## src/rtl/ptr_sync_rd.sv

```systemverilog
`default_nettype none
// ============================================================================
// Module      : ptr_sync_rd
// Description : Read-domain receiver for the async FIFO write pointer.
//               The Gray write pointer passes through a SYNC_STAGES-deep
//               plain-register synchroniser. A registered stage then converts
//               it to binary. That binary value is combined with the local
//               read pointer to give the fill level and the empty flag.
//               A warm-up qualifier masks the chain flush after reset.
//               Sticky debug checks flag illegal pointer steps and level
//               overflow.
// Ports       : RCLK        read-domain clock
//               RRSTn       asynchronous active-low reset
//               wpt         Gray write pointer (write-clock domain)
//               rbin        binary read pointer (RCLK domain)
//               err_clr     synchronous clear of step_err / lvl_err
//               wgray_sync  last synchroniser stage
//               wbin_sync   registered binary of wgray_sync
//               rd_level    wbin_sync - rbin (modulo pointer width)
//               rd_empty    level is zero or sync not yet valid
//               sync_valid  chain has flushed since reset
//               step_err    sticky illegal pointer advance
//               lvl_err     sticky level above DEPTH
// Revision    : 1.0 - initial release
// ============================================================================
module ptr_sync_rd #(
    parameter int ADDR_WIDTH  = 4,
    parameter int SYNC_STAGES = 2,
    parameter int MAX_STEP    = 16
) (
    input  logic                  RCLK,
    input  logic                  RRSTn,
    input  logic [ADDR_WIDTH:0]   wpt,
    input  logic [ADDR_WIDTH:0]   rbin,
    input  logic                  err_clr,
    output logic [ADDR_WIDTH:0]   wgray_sync,
    output logic [ADDR_WIDTH:0]   wbin_sync,
    output logic [ADDR_WIDTH:0]   rd_level,
    output logic                  rd_empty,
    output logic                  sync_valid,
    output logic                  step_err,
    output logic                  lvl_err
);

    localparam int                   C_PW       = ADDR_WIDTH + 1;
    localparam int                   C_DEPTH    = 1 << ADDR_WIDTH;
    localparam int                   C_CNT_W    = $clog2(SYNC_STAGES + 2);
    localparam logic [C_CNT_W-1:0]   C_CNT_MAX  = C_CNT_W'(SYNC_STAGES + 1);
    localparam logic [C_PW-1:0]      C_MAX_STEP = C_PW'(MAX_STEP);
    localparam logic [C_PW-1:0]      C_DEPTH_V  = C_PW'(C_DEPTH);

    // ------------------------------------------------------------------
    // Elaboration-time parameter legality
    // ------------------------------------------------------------------
    if (SYNC_STAGES < 2 || SYNC_STAGES > 4) begin : g_bad_sync_stages
        $error("ptr_sync_rd: SYNC_STAGES must be in 2..4");
    end
    if (MAX_STEP < 1 || MAX_STEP > C_DEPTH) begin : g_bad_max_step
        $error("ptr_sync_rd: MAX_STEP must be in 1..DEPTH");
    end

    function automatic logic [C_PW-1:0] gray2bin(input logic [C_PW-1:0] g);
        logic [C_PW-1:0] b;
        b[C_PW-1] = g[C_PW-1];
        for (int i = C_PW - 2; i >= 0; i--) begin
            b[i] = b[i+1] ^ g[i];
        end
        return b;
    endfunction

    // ------------------------------------------------------------------
    // Synchroniser chain: pure register-to-register, no logic in between
    // ------------------------------------------------------------------
    logic [C_PW-1:0] sync_d [SYNC_STAGES];
    logic [C_PW-1:0] sync_q [SYNC_STAGES];

    always_comb begin
        sync_d[0] = wpt;
        for (int k = 1; k < SYNC_STAGES; k++) begin
            sync_d[k] = sync_q[k-1];
        end
    end

    always_ff @(posedge RCLK or negedge RRSTn) begin
        if (!RRSTn) begin
            for (int k = 0; k < SYNC_STAGES; k++) begin
                sync_q[k] <= '0;
            end
        end else begin
            for (int k = 0; k < SYNC_STAGES; k++) begin
                sync_q[k] <= sync_d[k];
            end
        end
    end

    assign wgray_sync = sync_q[SYNC_STAGES-1];

    // ------------------------------------------------------------------
    // Next-state logic
    // ------------------------------------------------------------------
    logic [C_PW-1:0]    wbin_sync_d, wbin_sync_q;
    logic [C_CNT_W-1:0] cnt_d, cnt_q;
    logic               sync_valid_d, sync_valid_q;
    logic [C_PW-1:0]    prev_d, prev_q;
    logic               prev_vld_d, prev_vld_q;
    logic               step_hit_d, step_hit_q;
    logic               step_err_d, step_err_q;
    logic               lvl_err_d, lvl_err_q;
    logic [C_PW-1:0]    step_delta;
    logic               lvl_hit;

    always_comb begin
        wbin_sync_d  = gray2bin(wgray_sync);

        // Warm-up counter saturates once the chain plus the binary stage
        // hold post-reset samples.
        cnt_d        = (cnt_q == C_CNT_MAX) ? cnt_q : cnt_q + 1'b1;
        sync_valid_d = sync_valid_q | (cnt_d == C_CNT_MAX);

        // The first valid edge only primes prev; later edges compare the
        // new sample against it. A violation is registered in step_hit
        // and becomes sticky in step_err one edge later.
        step_delta   = wbin_sync_q - prev_q;
        prev_d       = prev_q;
        prev_vld_d   = prev_vld_q;
        step_hit_d   = 1'b0;
        if (sync_valid_q) begin
            prev_d     = wbin_sync_q;
            prev_vld_d = 1'b1;
            step_hit_d = prev_vld_q && (step_delta > C_MAX_STEP);
        end

        lvl_hit      = sync_valid_q && (rd_level > C_DEPTH_V);

        // Clear has lower priority than a fresh violation.
        step_err_d   = (step_err_q & ~err_clr) | step_hit_q;
        lvl_err_d    = (lvl_err_q  & ~err_clr) | lvl_hit;
    end

    always_ff @(posedge RCLK or negedge RRSTn) begin
        if (!RRSTn) begin
            wbin_sync_q  <= '0;
            cnt_q        <= '0;
            sync_valid_q <= 1'b0;
            prev_q       <= '0;
            prev_vld_q   <= 1'b0;
            step_hit_q   <= 1'b0;
            step_err_q   <= 1'b0;
            lvl_err_q    <= 1'b0;
        end else begin
            wbin_sync_q  <= wbin_sync_d;
            cnt_q        <= cnt_d;
            sync_valid_q <= sync_valid_d;
            prev_q       <= prev_d;
            prev_vld_q   <= prev_vld_d;
            step_hit_q   <= step_hit_d;
            step_err_q   <= step_err_d;
            lvl_err_q    <= lvl_err_d;
        end
    end

    // ------------------------------------------------------------------
    // Outputs
    // ------------------------------------------------------------------
    assign wbin_sync  = wbin_sync_q;
    assign sync_valid = sync_valid_q;
    assign step_err   = step_err_q;
    assign lvl_err    = lvl_err_q;
    // Modulo subtraction handles pointer wrap through the extra MSB.
    assign rd_level   = wbin_sync_q - rbin;
    // Until the chain has flushed, report empty so stale data is never read.
    assign rd_empty   = (rd_level == '0) | ~sync_valid_q;

endmodule
`default_nettype wire
```

## config.mk

```make
export PLATFORM = sky130hd
export DESIGN_NAME = ptr_sync_rd
export DESIGN_NICKNAME = d
export VERILOG_FILES = /design/src/rtl/ptr_sync_rd.sv
export SDC_FILE = /design/constraint.sdc
export NUM_CORES = 1
export LEC_CHECK = 0
export CORE_MARGIN = 1
export CORE_UTILIZATION = 42
export DETAILED_ROUTE_END_ITERATION = 8
export GPL_TIMING_DRIVEN = 0
export PLACE_DENSITY = 0.8
export SLEW_MARGIN = 20
export SYNTH_ARGS = -nofsm -noshare
export SYNTH_HDL_FRONTEND = slang
export SYNTH_SLANG_ARGS = --single-unit
```

## constraint.sdc

```tcl
create_clock -name RCLK -period 2.28 [get_ports RCLK]
set_input_delay 0.57 -clock RCLK [delete_from_list [all_inputs] [get_ports RCLK]]
set_output_delay 0.57 -clock RCLK [all_outputs]
set_load 0.005 [all_outputs]
```

==> impl_results.md <==
- Synth Area per Inst: 12.4 um2
- Antenna cells: 0
- Final Max Slew Viols: 0
- Synth cell types: 28
- Clock Sink Count: 27
- Failing checks: negative setup slack
- Number of CTS-inserted buffers: 3
- Worst Setup End Kind: output port
- Global-route track usage on met1: 18.9%
- Slew @ Worst Pin: slightly below 0.6 ns
- Placed Cells: 160
- CTS H-tree depth: 1
- Post-synth top cells: dfrtp_1, inv_1, ha_1, xnor2_1, nand2_1
- Max frequency: between 300 and 400 MHz
- Synth area leaders: dfrtp_1, ha_1, inv_1
- Worst hold slack: between 0.2 and 0.25 ns
- Register area share after synthesis: 55.6%
- Design area: between 0.0015 and 0.002 mm2
- Share of the synthesized area in the top cell type: 55.6%
- Clock buffer depth: 2
- Most numerous cell in the Yosys netlist: dfrtp_1
- RSZ-0062 raised after global routing: true
- FF+latch count, synth: 27
- Post-synthesis cell area: about 0.0012 mm2
- Post-synth net total: around 120
- Critical Path Fanout Max: 2
- Chip width: between 50 and 60 um
- Routed vias/inst: a little under 5
- Met2 GRT Util: between 30% and 40%
- Hpwl dp: 1650 um
- Switching Power: roughly 410 uW
- Via count: ~840
- Crit share post-route: 119%
- Sequential share of power: 42.7%
- Largest net degree at the start of global routing: 28
- R2R Setup Slk: 0.09 ns
- DRC Markers: 0
- Overflow after GRT: 0
- Cell area after placement: between 0.0015 and 0.002 mm2
- Final setup fails: 3
- Clk slew on worst S/H paths: 0.14 ns
- Register Area: slightly below 700 um2
- CP max stage delay: 0.35 ns
- DR WL/cell: around 14 um
- Worst Setup Slack, final: -0.443 ns
- Yosys warning count: 0
- PwrDens: about 780 mW/mm2
- Final wirelength: ~2400 um
- Logic gate share of total power: between 40 and 50%
- Die Ht: ~56 um
- WP data arrival: ~2.2 ns
- Ports: 32
- Max_cap viols: 0
- Final Skew: roughly 0.011 ns
- Vias in the first global route: around 890
- CTS tree: built
- Num rows: 19
- Layout area overhead: 43.5%
- IO Port Bufs: 31
- Power share of the clock group: approximately 15%
- Placeable Area: between 0.002 and 0.003 mm2
- Hold WC Path Type: in2async
- Fill count: between 200 and 250
- Multi-input logic area: approximately 560 um2
- Layout cells sized above 1: between 30% and 40%
- Post-layout total power: between 1000 and 1500 uW
- Crit path buffers/inverters: 3
- Post-synth EDFFs: 0
- Clock root cell: clkbuf_4
- CP required: approximately 1.7 ns
- Crit path max-delay cell type: fa_2
- Die Area: around 0.0031 mm2
- Crit start category: primary input
- Cells after synthesis: 98
- All-Layer GR Usage: 16.3%
- Post-synth ARST share: 100%
- Min Tclk post-route: between 2 and 3 ns
- First-pass DRT Iterations: 2
- Global-route wire length before repair: roughly 4000 um
- Int Power: around 950 uW
- Final Instance Count excl. Fillers: 173
- CP Cell Sequence: dlygate4sd2_1 -> ha_4 -> inv_2 -> fa_2 -> a21o_1 -> a21oi_2 -> xnor2_2 -> o41ai_2 -> buf_2
- Synth area leader: dfrtp_1
- Gpl congestion: between 0.8 and 0.9
- Peak VDD IR: roughly 0.53 mV
- Synth Flop Type: dfrtp_1
- Clk_lat worst skew: 0.32 ns
- Antenna violations before repair: 0
- Met3 usage: approximately 1.9%
- Nets: between 150 and 200
- Most Crowded Layer GR: met2
- Sw frac: 30.4%
- Final Hold Fails: 0
- Antenna viol nets, final: 0
- 1st-iter DRT viols: 14
- Starting Density: approximately 44%
- Worst slew margin: 61.1%
- LEAKAGE: ~0.0008 uW
- CP delay by family, top: compound AO/OA/AOI/OAI gates
- Status: finished, violations left
- Crit path kind: in2out
cell type report:
| type | instances | share of cell area [%] |
|---|---|---|
| timing repair buffer | 40 | 21.2 |
| sequential | 27 | 38.9 |
| clock buffer | 3 | 1.29 |
| tap | 31 | 2.23 |
| multi-input combinational | 54 | 32.1 |
| inverter | 15 | 3.23 |
| clock inverter | 1 | 0.431 |
| buffer | 2 | 0.646 |
cells in the final DEF (no fill, tap or decap), drive strengths merged:
cell	n
a211oi	1
a21o	3
a21oi	3
a41o	1
buf	15
clkbuf	6
clkdlybuf4s50	21
clkinvlp	1
dfrtp	27
dlygate4sd2	2
dlymetal6s2s	1
fa	2
ha	8
inv	15
mux2	2
nand2	5
nand2b	2
nand3b	2
nor2b	2
nor4	1
nor4b	1
o21ai	4
o41ai	1
or2	3
or4	1
or4b	1
xnor2	7
xor2	4
final timing paths:
| path | startpoint | to | depth (start not counted) |
|---|---|---|---|
| worst min-delay path | RRSTn | sync_d[4]$_DFF_PN0_ | 1 |
| max in group asynchronous | RRSTn | wbin_sync[2]$_DFF_PN0_ | 1 |
| worst max register to register | wbin_sync[0]$_DFF_PN0_ | lvl_err$_DFF_PN0_ | 8 |
| min in group RCLK | sync_d[3]$_DFF_PN0_ | wgray_sync[3]$_DFF_PN0_ | 0 |
| worst min register to register | sync_d[3]$_DFF_PN0_ | wgray_sync[3]$_DFF_PN0_ | 0 |
| worst max-delay path | rbin[0] | rd_empty | 9 |
registers in the layout (all words and copies together) (netlist names):
name	count
cnt_q	2
lvl_err	1
prev_q	5
prev_vld_q	1
step_err	1
step_hit_q	1
sync_d	5
sync_valid	1
wbin_sync	5
wgray_sync	5
kinds of logic (layout without fill, tap and decap cells):
logic type,count (synthesis),count (layout),share of synthesized area [%]
adders and majority gates,10,10,11.5
buffers and inverters,17,61,5.56
DFF,27,27,55.6
xor gates and xnor gates,11,11,8.55
AOI/OAI and AO/OA,13,13,7.83
muxes,2,2,1.85
and+or+nand+nor,18,18,9.06
power by group through the flow:
stage | Combinational (uW) | Sequential (uW) | Clock (uW)
6_report | 581 | 581 | 200
5_1_grt | 633 | 588 | 223
4_1_cts | 542 | 580 | 209
3_5_place_dp | 476 | 588 | 0
3_3_place_gp | 453 | 586 | 0
2_1_floorplan | 259 | 584 | 0
per-layer routing:
layer | vias up | share of wire (%)
li1 | 410 | -
met1 | 396 | 43
met2 | 31 | 52
met3 | 4 | 3.8
met4 | 0 | 1.0
met5 | - | 0
stage by stage:
stage / util (%) / worst slack [ns] / TNS (ns)
global route: 63.2 / -0.534 / -1.20
CTS: 61.5 / -0.677 / -1.70
detailed placement: 57.2 / -1.11 / -4.63
finish: 63.2 / -0.443 / -0.920
floorplan: - / -0.0438 / -0.0438
global placement: 57.4 / -1.05 / -4.44
timing repair:
item                                    CTS  global route
endpoints found under the setup margin    7             6
setup buffers                             6             3
hold buffers                              0             0
resized for setup                        33            10
pin swaps                                10            11
Note: power is estimated with default switching activity, not from simulation.
